`src/rtl/core_fwd_pkg.sv`:
```
// Shared types and widths for the operand-forwarding / hold logic.
package core_fwd_pkg;

    localparam int unsigned FWD_DATA_W    = 32;
    localparam int unsigned SRC_NUM_DEF   = 3;
    localparam int unsigned ISSUE_W_DEF   = 2;
    localparam int unsigned RPORT_NUM_DEF = 2;
    localparam int unsigned TAG_W_DEF     = 4;
    localparam int unsigned WAY_BITS      = $clog2(ISSUE_W_DEF);
    localparam int unsigned FWD_ID_W      = TAG_W_DEF - WAY_BITS;

    // One result-bus slot: producer id excludes the way bits of the tag.
    typedef struct packed {
        logic                  valid;
        logic [FWD_ID_W-1:0]   id;
        logic [FWD_DATA_W-1:0] data;
    } fwd_data_t;

endpackage

```
`src/rtl/core_fwd_hold_port.sv`:
```
// One read port: tag match against all sources, priority select and hold register.
// CORE_FWD_CAPT_CNT_EN exposes the per-cycle capture pulse for the event counter.
module core_fwd_hold_port
    import core_fwd_pkg::*;
#(
    parameter int unsigned SRC_NUM = SRC_NUM_DEF,
    parameter int unsigned ISSUE_W = ISSUE_W_DEF,
    parameter int unsigned TAG_W   = TAG_W_DEF
) (
    input  logic                                 clk,
    input  logic                                 rst_n,
    input  fwd_data_t [SRC_NUM-1:0][ISSUE_W-1:0] fwd_bus_i,
    input  logic                                 stall_i,
    input  logic                                 flush_i,
    input  logic [TAG_W-1:0]                     r_id_i,
    input  logic                                 r_ready_i,
    input  logic [FWD_DATA_W-1:0]                r_d_i,
    output logic                                 r_ready_o,
    output logic [FWD_DATA_W-1:0]                r_d_o
`ifdef CORE_FWD_CAPT_CNT_EN
    ,
    output logic                                 capt_c
`endif
);

    localparam int unsigned PORT_WAY_BITS = $clog2(ISSUE_W);

    logic [PORT_WAY_BITS-1:0] w_way;
    logic                     w_hit;
    logic [FWD_DATA_W-1:0]    w_hit_d;
    logic                     w_capt;
    logic                     r_hold_v;
    logic [FWD_DATA_W-1:0]    r_hold_d;

    assign w_way = r_id_i[PORT_WAY_BITS-1:0];

    // Match all sources on the selected way; descending scan lets source 0 win.
    always_comb begin
        w_hit   = 1'b0;
        w_hit_d = '0;
        for (int s = SRC_NUM - 1; s >= 0; s--) begin
            if (fwd_bus_i[s][w_way].valid &&
                fwd_bus_i[s][w_way].id == r_id_i[TAG_W-1:PORT_WAY_BITS]) begin
                w_hit   = 1'b1;
                w_hit_d = fwd_bus_i[s][w_way].data;
            end
        end
    end

    // Operand select: register-file value, then held capture, then live forward.
    always_comb begin
        r_ready_o = 1'b0;
        r_d_o     = '0;
        if (r_ready_i) begin
            r_ready_o = 1'b1;
            r_d_o     = r_d_i;
        end else if (r_hold_v) begin
            r_ready_o = 1'b1;
            r_d_o     = r_hold_d;
        end else if (w_hit) begin
            r_ready_o = 1'b1;
            r_d_o     = w_hit_d;
        end
    end

    assign w_capt = stall_i && !flush_i && !r_ready_i && !r_hold_v && w_hit;

`ifdef CORE_FWD_CAPT_CNT_EN
    assign capt_c = w_capt;
`endif

    // Hold register: release (advance or flush) wins over a new capture.
    always_ff @(posedge clk or negedge rst_n) begin
        if (!rst_n) begin
            r_hold_v <= 1'b0;
            r_hold_d <= '0;
        end else if (!stall_i || flush_i) begin
            r_hold_v <= 1'b0;
        end else if (w_capt) begin
            r_hold_v <= 1'b1;
            r_hold_d <= w_hit_d;
        end
    end

endmodule

```
`src/rtl/core_fwd_hold_unit.sv`:
```
// Operand-forwarding unit: RPORT_NUM independent hold ports plus stage-level ready flag.
// CORE_FWD_CAPT_CNT_EN enables the 32-bit capture event counter on capt_cnt_o.
module core_fwd_hold_unit
    import core_fwd_pkg::*;
#(
    parameter int unsigned SRC_NUM   = SRC_NUM_DEF,
    parameter int unsigned ISSUE_W   = ISSUE_W_DEF,
    parameter int unsigned RPORT_NUM = RPORT_NUM_DEF,
    parameter int unsigned TAG_W     = TAG_W_DEF
) (
    input  logic                                   clk,
    input  logic                                   rst_n,
    input  fwd_data_t [SRC_NUM-1:0][ISSUE_W-1:0]   fwd_bus_i,
    input  logic                                   stall_i,
    input  logic                                   flush_i,
    input  logic [RPORT_NUM-1:0][TAG_W-1:0]        r_id_i,
    input  logic [RPORT_NUM-1:0]                   r_ready_i,
    input  logic [RPORT_NUM-1:0][FWD_DATA_W-1:0]   r_d_i,
    output logic [RPORT_NUM-1:0][TAG_W-1:0]        r_id_o,
    output logic [RPORT_NUM-1:0]                   r_ready_o,
    output logic [RPORT_NUM-1:0][FWD_DATA_W-1:0]   r_d_o,
    output logic                                   all_ready_o,
    output logic [31:0]                            capt_cnt_o
);

`ifdef CORE_FWD_CAPT_CNT_EN
    logic [RPORT_NUM-1:0] w_capt;
    logic [31:0]          w_capt_sum;
    logic [31:0]          r_capt_cnt;
`endif

    assign r_id_o = r_id_i;

    // One hold port per read operand.
    for (genvar p = 0; p < RPORT_NUM; p++) begin : g_port
        core_fwd_hold_port #(
            .SRC_NUM (SRC_NUM),
            .ISSUE_W (ISSUE_W),
            .TAG_W   (TAG_W)
        ) u_port (
            .clk       (clk),
            .rst_n     (rst_n),
            .fwd_bus_i (fwd_bus_i),
            .stall_i   (stall_i),
            .flush_i   (flush_i),
            .r_id_i    (r_id_i[p]),
            .r_ready_i (r_ready_i[p]),
            .r_d_i     (r_d_i[p]),
            .r_ready_o (r_ready_o[p]),
            .r_d_o     (r_d_o[p])
`ifdef CORE_FWD_CAPT_CNT_EN
            ,
            .capt_c    (w_capt[p])
`endif
        );
    end

    assign all_ready_o = &r_ready_o;

`ifdef CORE_FWD_CAPT_CNT_EN
    // Number of ports capturing this cycle.
    always_comb begin
        w_capt_sum = '0;
        for (int p = 0; p < RPORT_NUM; p++) begin
            w_capt_sum = w_capt_sum + 32'(w_capt[p]);
        end
    end

    // Free-running capture event counter, wraps naturally at 2^32.
    always_ff @(posedge clk or negedge rst_n) begin
        if (!rst_n) begin
            r_capt_cnt <= '0;
        end else begin
            r_capt_cnt <= r_capt_cnt + w_capt_sum;
        end
    end

    assign capt_cnt_o = r_capt_cnt;
`else
    assign capt_cnt_o = 32'h0;
`endif

endmodule

```
`config.mk`:
```
export PLATFORM = sky130hd
export DESIGN_NAME = core_fwd_hold_unit
export DESIGN_NICKNAME = d
export VERILOG_FILES = /design/src/rtl/core_fwd_pkg.sv /design/src/rtl/core_fwd_hold_port.sv /design/src/rtl/core_fwd_hold_unit.sv
export SDC_FILE = /design/constraint.sdc
export NUM_CORES = 1
export LEC_CHECK = 0
export CAP_MARGIN = 20
export CORE_AREA = 2 2 157 159
export CTS_CLUSTER_SIZE = 14
export DETAILED_ROUTE_END_ITERATION = 8
export DIE_AREA = 0 0 159 161
export PLACE_DENSITY = 0.77
export SLEW_MARGIN = 20
export SYNTH_ARGS = -nofsm -noshare
export SYNTH_HDL_FRONTEND = slang
export SYNTH_SLANG_ARGS = --single-unit
```
`constraint.sdc`:
```
create_clock -name clk -period 3.1 [get_ports clk]
set_clock_uncertainty 0.05 [all_clocks]
set_input_delay 0.775 -clock clk [delete_from_list [all_inputs] [get_ports clk]]
set_output_delay 0.775 -clock clk [all_outputs]
set_load 0.1 [all_outputs]
```
# Yosys cells after proc, flatten, opt, wreduce, memory -nomap -nowiden
# Index checks and enable logic that the tools add are counted.
# Widths: inputs -> output; s select.
[totals]
inputBits = 294
out_inout_bits = 107
elab_cells = 78
reg_bits = 66
[op_classes]
magnitude_cmp = 2
n_bitwise = 1
n_reduce_logical = 25
n_mux = 40
eq_ne = 6
[ops]
columns = ["operator", "n"]
rows = [
  ["$mux 36", 12],
  ["$mux 32", 12],
  ["$eq 3x3->1", 6],
  ["$mux 1", 16],
  ["$logic_and 1x1->1", 13],
  ["$logic_not 1->1", 6],
  ["$reduce_and 2->1", 3],
  ["$lt 1x2->1 const B", 2],
  ["$reduce_bool 2->1", 2],
  ["$logic_or 1x1->1", 1],
  ["$not 1->1", 1],
]

# Longest topological paths before layout
# Gate-level depths: netlist of the first run.
[logic_depth]
depth_word = 11
mapped_depth = 10
ltp_nobuf = 6

# By module
# From an unflattened synthesis of the first run, not the netlist that was laid out.
[unflattened]
cells_unflattened = 922
area_unflattened_um2 = 7812.5
[by_module_without_submodules]
columns = ["module", "seq_area_each_um2", "cells_each", "instances", "area_each_um2"]
rows = [
  ["core_fwd_hold_port", 825.8, 440, 2, 3751.1],
  ["core_fwd_hold_unit", 0.0, 42, 1, 310.3],
]

# Worst setup path after synthesis of the first run
# Ideal clock, no wire load.
[synth_path]
kind = "input port to output port"
startpoint = "input port fwd_bus_i[213] (netlist name)"
endpoint = "output port r_d_o[32] (netlist name)"
t_arrival_ns = 4.315
stages = 8
n_path_buf = 2
slack_ns = -2.040
required_time_ns = 2.275
path_cell_list = "nand2b_1 mux4_2 or3_1 buf_6 nand3_1 nand2_1 clkbuf_2 o21ai_0"
[synth_lines]
columns = ["element", "line_no", "text"]
rows = [
  ["from (decl)", "core_fwd_hold_unit.sv:13", "input fwd_data_t [SRC_NUM-1:0][ISSUE_W-1:0] fwd_bus_i,"],
  ["to (decl)", "core_fwd_hold_unit.sv:21", "output logic [RPORT_NUM-1:0][FWD_DATA_W-1:0] r_d_o,"],
]

==> results of run 1 <==
## layout make-up
cell class,count,area (sq um)
Tap cell,324,405
Sequential cell,66,1650
Antenna cell,3,7.51
Clock buffer,11,233
Fill cell,1696,6700
Timing Repair Buffer,578,7100
Clock inverter,4,20.0
Multi-Input combinational cell,785,7830
Inverter,3,11.3
## stage by stage
step	cell area, sq um	setup TNS, ps	total power (W)	hold WS, ps	cells
4_1_cts	16800	-33130	0.00536	427	1757
6_report	17300	-36080	0.00545	425	1774
3_3_place_gp	14700	-71140	0.00402	413	1689
5_1_grt	17300	-40640	0.00565	449	1772
3_5_place_dp	14700	-77670	0.00406	415	1689
2_1_floorplan	9490	-24650	0.00288	400	990
## per-layer routing
metal / share of wire [%] / vias up / GRT usage (%)
met3: 6.8 / 124 / 7.76
met4: 6.1 / 2 / 19.6
met1: 36 / 4948 / 37.3
li1: - / 4463 / -
met5: 0.027 / - / 0
met2: 51 / 490 / 59.8
## timing repair
| item | in CTS | in global routing |
|---|---|---|
| pin swaps | 118 | 74 |
| gates cloned | 21 | 3 |
| setup buffers | 47 | 28 |
| resized for setup | 273 | 76 |
| endpoints found under the hold margin | 0 | 0 |
| setup endpoints to repair | 67 | 67 |
## cell usage in the layout, fill, tap and decap left out, types with 45 or more instances in the layout
cell / synthesis / routed
a22oi_1: 62 / 62
buf_12: 0 / 114
buf_4: 45 / 112
clkdlybuf4s50_1: 0 / 259
dfrtp_1: 66 / 66
mux2i_1: 172 / 165
nand2_1: 103 / 90
nor3_4: 0 / 56
o21ai_0: 97 / 45
o21ai_4: 0 / 62
## how the worst max path moves through the flow
stage | startpoint | to | slack (ps)
5_1_grt | r_id_i[4] | r_d_o[50] | -700
2_1_floorplan | fwd_bus_i[213] | r_d_o[62] | -480
6_report | fwd_bus_i[213] | r_d_o[53] | -610
4_1_cts | fwd_bus_i[213] | r_d_o[54] | -580
3_5_place_dp | fwd_bus_i[215] | r_d_o[43] | -1150
3_3_place_gp | fwd_bus_i[215] | r_d_o[53] | -1090
## power by group through the flow
| stage | clock network [W] | registers [W] | logic [W] |
|---|---|---|---|
| CTS | 0.000952 | 0.00112 | 0.00329 |
| floorplan | 0 | 0.00111 | 0.00177 |
| finish | 0.000939 | 0.00112 | 0.00339 |
| global placement | 0 | 0.00112 | 0.00290 |
| global route | 0.000987 | 0.00114 | 0.00352 |
| detailed placement | 0 | 0.00113 | 0.00293 |
## kinds of logic after synthesis
logic type	count (synthesis)
simple gates	234
mux	206
compound gates	295
buf+inv	139
xor+xnor	18
flops	66
other cells	1
## critical path, cell delays in order
cell and delay (ps):
buf_6 100, nand2b_4 120, mux4_2 450, or3_4 400
buf_12 160, nand3_4 100, nand2_8 80, buf_12 160
buf_16 150, o21ai_4 170, buf_12 190
## flip-flops by register name (all words and copies together) (netlist names)
name,cells
g_port.u_port.r_hold_d,64
g_port.u_port.r_hold_v,2
==> reports/qor.txt, run 1 <==
max_cap viols: 0
Post-Synthesis Cells: 959
DR vias/cell: 5.65
number of routed nets with antenna violations: 0
max-slew violation count: 0
initial drt markers: 664
I/O pin count: 401
layout cells sized above 1: 44.2%
total clock sinks: 66
final setup violating endpoints: 67
Switching Share: 44.2%
hold_sp: g_port[1].u_port.r_hold_d[1]
sequential area share after synthesis: 21.2%
# port buffers: 368
Seq pwr share: 20.6%
Lkg Pwr: 6.95 nW
combinational share of power: 62.2%
kind of critical path: in -> out
net switching power: 0.00241 W
CTS Buf Count: 9
min Tclk post-route: 3710 ps
Power Density: 316 mW/mm^2
Primary FF master, synth: dfrtp_1
outcome: finished with violations
htree depth: 3
fin util: 72.0%
Core ar.: 0.0240 sq mm
vias: 10,000
Critical Path End Type: primary output
Ys Warns: 0
vias in the first global route: 10,500
pre-CTS setup slack: -1150 ps
compound-cell area share of the yosys netlist: 24.1%
post-synthesis xor/xnor area fraction: 2.03%
Critical Path AT: 2880 ps
synth cell count leaders: mux2i_1 (172), nand2_1 (103), o21ai_0 (97)
die height: 161 um
final wirelength: 45,000 um
ys async rst share: 100%
worst-path fanout max: 8
GRT overflow: 0
fmax: 270 MHz
Netlist cell types: 38
Post-route DRC: 0
most numerous cell in the Yosys netlist: mux2i_1
Crit path required time: 2270 ps
Root Driver: clkbuf_16
Post-synth EDFFs: 0
top cell type by total area after synthesis: mux2i_1
gpl congestion: 0.907
Die ar.: 0.0256 sq mm
r2r worst-path depth: 6
Worst Hold Class: reg -> reg
Hold Path Sink: g_port[1].u_port.r_hold_d[1]
initial antenna violation count: 3
cts hold-fix bufs: 0
CTS clk-pin slew, worst paths: 50 ps
global-route wire length before repair: 65,200 um
measured slew at the worst slew-check pin: 1020 ps
Hold Violations, Final: 0
synthesized cell area: 0.00778 sq mm
RSZ-0062 raised after global routing: yes
CTS tree: done
#FFs+latches synth: 66
Cell Rows: 57
Adder-Cell Fraction of Synth Area: 0%
Pint: 0.00304 W
CP Launch Type: input pin
syn_area_per_cell: 8.11 sq um
fin crit share: 120%
r2r setup slk: 1380 ps
routed wire length per instance: 25.4 um
slew margin rel.: 32.2%
clk buf depth: 2
Starting Density: 32.5%
VDD IR max: 221 uV
Syn-to-layout area delta: 122%
Post-DP HPWL: 31,200 um
Hold Path Cell Cnt: 2
mux cell area share after synthesis: 27.3%
Worst Setup Slack, final: -607 ps
clock power share: 17.2%
largest net degree at the start of global routing: 67
Yosys top cell area share: 22.1%
GRT Util Overall: 33.8%
Area contributors post-synth: mux2i_1 (22%), dfrtp_1 (21%), o21ai_0 (6.2%)
post-synthesis simple-gate area fraction: 14.9%
drt pass-1 iters: 5
nets@finish: 1,737
Die W: 159 um
RR Endpoint: g_port[1].u_port.r_hold_d[24]
largest family of logic cells by synthesized area: multiplexers
r2r startpoint: g_port[1].u_port.r_hold_v
failing checks: negative setup slack
Clk Latency, worst-skew pair: 340 ps
(Power assumes the default switching activity.)
==> run 2, diff against run 1 <==
--- a/config.mk
+++ b/config.mk
@@ -10,7 +10,7 @@
 export CTS_CLUSTER_SIZE = 14
 export DETAILED_ROUTE_END_ITERATION = 8
 export DIE_AREA = 0 0 159 161
-export PLACE_DENSITY = 0.77
+export PLACE_DENSITY = 0.71
 export SLEW_MARGIN = 20
 export SYNTH_ARGS = -nofsm -noshare
 export SYNTH_HDL_FRONTEND = slang
==> run 2 against run 1 <==
Against the previous run: the flow still finishes with violations (negative setup slack); combinational power hardly changed; power is 4.7% higher; highest routed layer unchanged; first-iteration DRC count is 15% lower; global-route usage is 0.47 points lower; maximum frequency is 0.92% lower; non-clock buffer count is 16 higher; worst setup slack worse by 34 ps; hold slack better by 5.7 ps; core utilization is 0.18 points higher; die area stayed put.
==> reports/qor.txt, run 2 (synthesis results as in run 1) <==
outcome: finished with violations (unchanged)
failing checks: negative setup slack (unchanged)
# port buffers: 368 (unchanged)
clock power share: 20.8% (was 17.2%)
Seq pwr share: 19.7% (was 20.6%)
Worst path most repeated cell: buf_12 (unchanged)
Hold Violations, Final: 0 (unchanged)
die height: 161 um (unchanged)
Crit path required time: 2270 ps (about the same)
GRT overflow: 0 (unchanged)
Die ar.: 0.0256 sq mm (unchanged)
worst-path fanout max: 7 (was 8)
final hold slack: 431 ps (was 425 ps)
Hold Path Sink: g_port[1].u_port.r_hold_d[18] (was g_port[1].u_port.r_hold_d[1])
Finished Layout Cells: 1,791 (was 1,774)
Clk Latency, worst-skew pair: 340 ps (about the same)
CP Launch Type: input pin (unchanged)
htree depth: 3 (unchanged)
kind of critical path: in -> out (unchanged)
DR vias/cell: 5.57 (was 5.65)
CTS clk-pin slew, worst paths: 60 ps (was 50 ps)
Power Density: 330 mW/mm^2 (was 316 mW/mm^2)
clk buf depth: 2 (unchanged)
CTS tree: done (unchanged)
Buf/Inv on CP: 4 (was 5)
r2r setup slk: 1300 ps (was 1380 ps)
Layout fillers: 1,731 (was 1,696)
final wirelength: 44,600 um (was 45,000 um)
commonest non-fill, non-tap cell in the layout: clkdlybuf4s50_1 (unchanged)
drt pass-1 iters: 5 (unchanged)
fin util: 72.2% (was 72.0%)
Hold Path Cell Cnt: 2 (unchanged)
max-slew violation count: 0 (unchanged)
max incr delay on CP: 520 ps (was 450 ps)
r2r startpoint: g_port[1].u_port.r_hold_v (unchanged)
r2r worst-path depth: 6 (unchanged)
I/O pin count: 401 (unchanged)
initial antenna violation count: 5 (was 3)
Post-route DRC: 0 (unchanged)
Pint: 0.00327 W (was 0.00304 W)
Cell Rows: 57 (unchanged)
fin crit share: 121% (was 120%)
most frequent cells in the layout: clkdlybuf4s50_1 (259), mux2i_1 (164), buf_12 (126) (was clkdlybuf4s50_1 (259), mux2i_1 (165), buf_12 (114))
Root Driver: clkbuf_16 (unchanged)
measured slew at the worst slew-check pin: 1000 ps (was 1020 ps)
Starting Density: 32.5% (unchanged)
largest net degree at the start of global routing: 67 (unchanged)
vias: 9,977 (was 10,000)
CTS Buf Count: 9 (unchanged)
final setup violating endpoints: 67 (unchanged)
Placed Cells: 1,712 (was 1,689)
max_cap viols: 0 (unchanged)
Largest register FFs: 64 (unchanged)
RR Endpoint: g_port[1].u_port.r_hold_d[28] (was g_port[1].u_port.r_hold_d[24])
net switching power: 0.00244 W (was 0.00241 W)
number of routed nets with antenna violations: 0 (unchanged)
total clock sinks: 66 (unchanged)
Die W: 159 um (unchanged)
fmax: 267 MHz (was 270 MHz)
GRT Util Overall: 33.3% (was 33.8%)
global-route wire length before repair: 64,200 um (was 65,200 um)
nets@finish: 1,754 (was 1,737)
hold_sp: g_port[1].u_port.r_hold_d[18] (was g_port[1].u_port.r_hold_d[1])
Lkg Pwr: 6.94 nW (was 6.95 nW)
Worst Hold Class: reg -> reg (unchanged)
Core ar.: 0.0240 sq mm (unchanged)
critical-path cell list: dlygate4sd2_1 -> mux2i_2 -> xnor2_2 -> or3_4 -> buf_12 -> buf_12 -> nor3_4 -> o22ai_2 -> o21ai_4 -> buf_12 (was buf_6 -> nand2b_4 -> mux4_2 -> or3_4 -> buf_12 -> nand3_4 -> nand2_8 -> buf_12 -> buf_16 -> o21ai_4 -> buf_12)
RSZ-0062 raised after global routing: yes (unchanged)
Critical Path End Type: primary output (unchanged)
Switching Share: 42.7% (was 44.2%)
Worst path slowest cell: or3_4 (was mux4_2)
top flop regs: g_port.u_port.r_hold_d (64), g_port.u_port.r_hold_v (2) (unchanged)
VDD IR max: 255 uV (was 221 uV)
layout cells sized above 1: 45.3% (was 44.2%)
crit-path leading delay family: buffers and inverters (unchanged)
Syn-to-layout area delta: 122% (about the same)
routed wire length per instance: 24.9 um (was 25.4 um)
slew margin rel.: 33.3% (was 32.2%)
Post-DP HPWL: 32,000 um (was 31,200 um)
Largest Register: g_port.u_port.r_hold_d (unchanged)
vias in the first global route: 10,500 (about the same)
overall power: 0.00571 W (was 0.00545 W)
initial drt markers: 566 (was 664)
Critical Path AT: 2920 ps (was 2880 ps)
Worst Setup Slack, final: -642 ps (was -607 ps)
combinational share of power: 59.5% (was 62.2%)
gpl congestion: 0.967 (was 0.907)
min Tclk post-route: 3740 ps (was 3710 ps)
run 2: cell count changes in the layout (fill, tap and decap cells not counted), moves of 5 or more:
| cell | delta |
|---|---|
| nor2_1 | -11 |
| nand2_1 | +5 |
| nand2_4 | -8 |
| nor2_4 | +6 |
| buf_8 | -5 |
| nor3_2 | +7 |
| buf_12 | +12 |
| nor3_4 | -6 |
| nor2_2 | +5 |
| buf_4 | +13 |
| buf_16 | -11 |
run 2: timing repair:
| action | CTS | global route |
|---|---|---|
| gates cloned | 14 | 4 |
| hold buffers | 0 | 0 |
| buffers inserted | 59 | 12 |
| gates resized for setup | 252 | 81 |
| pin swaps | 127 | 64 |
| setup endpoints to repair | 89 | 67 |
run 2: final cells by class:
| cell class | instances | area [sq um] | area share (%) |
|---|---|---|---|
| Sequential cell | 66 | 1650 | 9.54 |
| Antenna cell | 3 | 7.51 | 0.0434 |
| Timing Repair Buffer | 594 | 7120 | 41.1 |
| Tap cell | 324 | 405 | 2.34 |
| Clock buffer | 13 | 260 | 1.50 |
| Multi-Input combinational cell | 786 | 7790 | 45.0 |
| Clock inverter | 2 | 60.1 | 0.347 |
| Inverter | 3 | 11.3 | 0.0651 |
run 2: worst max path at each step:
stage | depth (start not counted) | endpoint | from
2_1_floorplan | 8 | r_d_o[62] | fwd_bus_i[213]
3_3_place_gp | 9 | r_d_o[61] | fwd_bus_i[215]
3_5_place_dp | 9 | r_d_o[62] | fwd_bus_i[215]
4_1_cts | 10 | r_d_o[35] | fwd_bus_i[213]
5_1_grt | 10 | r_d_o[61] | fwd_bus_i[176]
6_report | 10 | r_d_o[61] | fwd_bus_i[212]
run 2: tightest hold or removal path, stage by stage (launching register included):
cell     delay [ps]
dfrtp_1         340
nand2_1          60
o21ai_2          50
run 2: metrics by stage:
step	area (sq um)	setup slack, ps	TNS, ps
after CTS	16900	-688	-34460
after global routing	17300	-706	-37680
after global placement	15000	-1080	-79340
after detailed placement	15000	-1150	-83280
after floorplan	9490	-484	-24650
final	17300	-642	-34380
run 2: power by group through the flow:
stage                     clock (W)  sequential (W)  combinational [W]
final                       0.00119         0.00113            0.00340
after CTS                   0.00118         0.00112            0.00329
after floorplan                   0         0.00111            0.00177
after detailed placement          0         0.00114            0.00299
after global routing        0.00122         0.00114            0.00353
after global placement            0         0.00113            0.00296
run 2: layer usage:
metal	share of wire, %	wire length, um	track usage, %
met1	36	16000	35.5
met2	51	22600	60.4
met3	6.4	2870	7.55
met4	6.8	3050	19.9
met5	0.054	24	0
==> run 3, diff against run 2 <==
--- a/config.mk
+++ b/config.mk
@@ -6,11 +6,11 @@
 export NUM_CORES = 1
 export LEC_CHECK = 0
 export CAP_MARGIN = 20
-export CORE_AREA = 2 2 157 159
+export CORE_AREA = 2 2 154 156
 export CTS_CLUSTER_SIZE = 14
 export DETAILED_ROUTE_END_ITERATION = 8
-export DIE_AREA = 0 0 159 161
-export PLACE_DENSITY = 0.71
+export DIE_AREA = 0 0 156 158
+export PLACE_DENSITY = 0.7
 export SLEW_MARGIN = 20
 export SYNTH_ARGS = -nofsm -noshare
 export SYNTH_HDL_FRONTEND = slang
==> constraint.sdc (replaced) <==
create_clock -name clk -period 4.3 [get_ports clk]
set_clock_uncertainty 0.05 [all_clocks]
set_input_delay 1.075 -clock clk [delete_from_list [all_inputs] [get_ports clk]]
set_output_delay 1.075 -clock clk [all_outputs]
set_load 0.1 [all_outputs]
==> run 3 against run 2 <==
Against the previous run: the run still ends with negative setup slack left; critical path depth decreased by 1; clock power decreased by 30%; hold slack is essentially flat; core utilization fell by 5.7 points; critical endpoint is now r_d_o[48].
==> reports/qor.txt, run 3 (synthesis results as in run 1) <==
outcome: finished with violations (unchanged)
failing checks: negative setup slack (unchanged)
worst-path fanout max: 8 (was 7)
Worst Setup Slack, final: -42.0 ps (was -642 ps)
Syn-to-layout area delta: 97.1% (was 122%)
final instance area: 0.0153 sq mm (was 0.0173 sq mm)
fin crit share: 101%
routed wire length per instance: 23.4 um (was 24.9 um)
initial antenna violation count: 4 (was 5)
min Tclk post-route: 4340 ps
Post-route DRC: 0 (unchanged)
commonest non-fill, non-tap cell in the layout: clkdlybuf4s50_1 (unchanged)
largest net degree at the start of global routing: 75 (was 67)
initial drt markers: 726 (was 566)
Placement Cell Area: 0.0138 sq mm (was 0.0150 sq mm)
fmax: 230 MHz
total clock sinks: 66 (unchanged)
GRT overflow: 0 (unchanged)
CTS clk-pin slew, worst paths: 60 ps (about the same)
hold_sp: g_port[0].u_port.r_hold_d[30] (was g_port[1].u_port.r_hold_d[18])
vias: 9,558 (was 9,977)
GRT Util Overall: 30.3% (was 33.3%)
die height: 158 um (was 161 um)
max_cap viols: 0 (unchanged)
global-route wire length before repair: 56,400 um (was 64,200 um)
CTS tree: done (unchanged)
Hold Violations, Final: 0 (unchanged)
CTS Buf Count: 9 (unchanged)
nets@finish: 1,689 (was 1,754)
Worst Hold Class: reg -> reg (unchanged)
Root Driver: clkbuf_16 (unchanged)
final setup violating endpoints: 4 (was 67)
vias in the first global route: 9,255 (was 10,500)
Critical Path AT: 3220 ps (was 2920 ps)
slew margin rel.: 35.0% (was 33.3%)
max-slew violation count: 0 (unchanged)
Lkg Pwr: 6.33 nW (was 6.94 nW)
Power Density: 251 mW/mm^2 (was 330 mW/mm^2)
final wirelength: 39,600 um (was 44,600 um)
Setup crit start: fwd_bus_i[213] (was fwd_bus_i[212])
DR vias/cell: 5.65 (was 5.57)
fin util: 66.5% (was 72.2%)
layout cells sized above 1: 37.4% (was 45.3%)
CP Launch Type: input pin (unchanged)
Core ar.: 0.0231 sq mm (was 0.0240 sq mm)
drt pass-1 iters: 5 (unchanged)
Crit path required time: 3170 ps (was 2270 ps)
I/O pin count: 401 (unchanged)
overall power: 0.00385 W (was 0.00571 W)
Critical Path End Type: primary output (unchanged)
most frequent cells in the layout: clkdlybuf4s50_1 (260), mux2i_1 (172), buf_4 (126) (was clkdlybuf4s50_1 (259), mux2i_1 (164), buf_12 (126))
Die ar.: 0.0246 sq mm (was 0.0256 sq mm)
top flop regs: g_port.u_port.r_hold_d (64), g_port.u_port.r_hold_v (2) (unchanged)
clk buf depth: 2 (unchanged)
cts hold-fix bufs: 0 (unchanged)
number of routed nets with antenna violations: 0 (unchanged)
Post-DP HPWL: 30,000 um (was 32,000 um)
VDD IR max: 155 uV (was 255 uV)
# port buffers: 368 (unchanged)
Clk Latency, worst-skew pair: 330 ps (was 340 ps)
Starting Density: 33.7% (was 32.5%)
kind of critical path: in -> out (unchanged)
measured slew at the worst slew-check pin: 975 ps (was 1000 ps)
Cell Rows: 56 (was 57)
Die W: 156 um (was 159 um)
RSZ-0062 raised after global routing: yes (unchanged)
Largest Register: g_port.u_port.r_hold_d (unchanged)
Largest register FFs: 64 (unchanged)
r2r startpoint: g_port[1].u_port.r_hold_v (unchanged)
gpl congestion: 0.991 (was 0.967)
htree depth: 3 (unchanged)
-- run 3: worst max-delay path: stages --
cell and delay (ps):
buf_6 100, nand2b_4 120, mux4_2 470, or3_4 510, buf_8 200, nor3_2 210
o22ai_2 150, o21ai_4 180, buf_12 190
-- run 3: per-layer routing --
layer / up-vias / global-route usage [%] / wire [um]
met5: - / 0 / 13
met4: 2 / 9.39 / 1230
met3: 94 / 6.65 / 3290
met2: 510 / 48.7 / 18500
met1: 4589 / 40.8 / 16500
li1: 4363 / - / -
-- run 3: stage by stage --
step                      worst slack, ps  hold WS, ps  setup TNS [ps]  instances
after global routing                -76.6          445            -534       1693
after detailed placement             -552          420          -29660       1641
after CTS                           -74.7          433           -1370       1680
after global placement               -553          412          -28530       1641
final                               -42.0          431           -52.9       1693
after floorplan                      -372          400          -10060        990
-- run 3: report_power, final --
part	internal (W)	switching [W]
clock	0.000514	0.000315
combinational	0.000947	0.00126
sequential	0.000740	0.0000700
-- run 3: worst paths after layout --
path	endpoint	slack, ps	depth (start not counted)
max in group asynchronous	g_port[0].u_port.r_hold_d[27]	2770	1
worst max register to register	g_port[1].u_port.r_hold_d[13]	2330	5
worst max-delay path	r_d_o[48]	-40	9
worst min register to register	g_port[0].u_port.r_hold_d[30]	430	2
min in group asynchronous	g_port[1].u_port.r_hold_d[11]	800	1
worst min-delay path	g_port[0].u_port.r_hold_d[30]	430	2
-- run 3: layout make-up --
cell class                      count  area [sq um]
Clock buffer                        9           225
Antenna cell                        3          7.51
Inverter                            3          11.3
Timing Repair Buffer              530          6080
Sequential cell                    66          1650
Multi-Input combinational cell    785          6890
Clock inverter                      7           103
Fill cell                        1785          7730
Tap cell                          290           363
-- run 3: timing repair --
item                                    4_1_cts  5_1_grt
pin swaps                                    19       49
gates resized for setup                     109      106
endpoints found under the setup margin       67       65
buffers inserted                             17       10
cloned                                        6        1
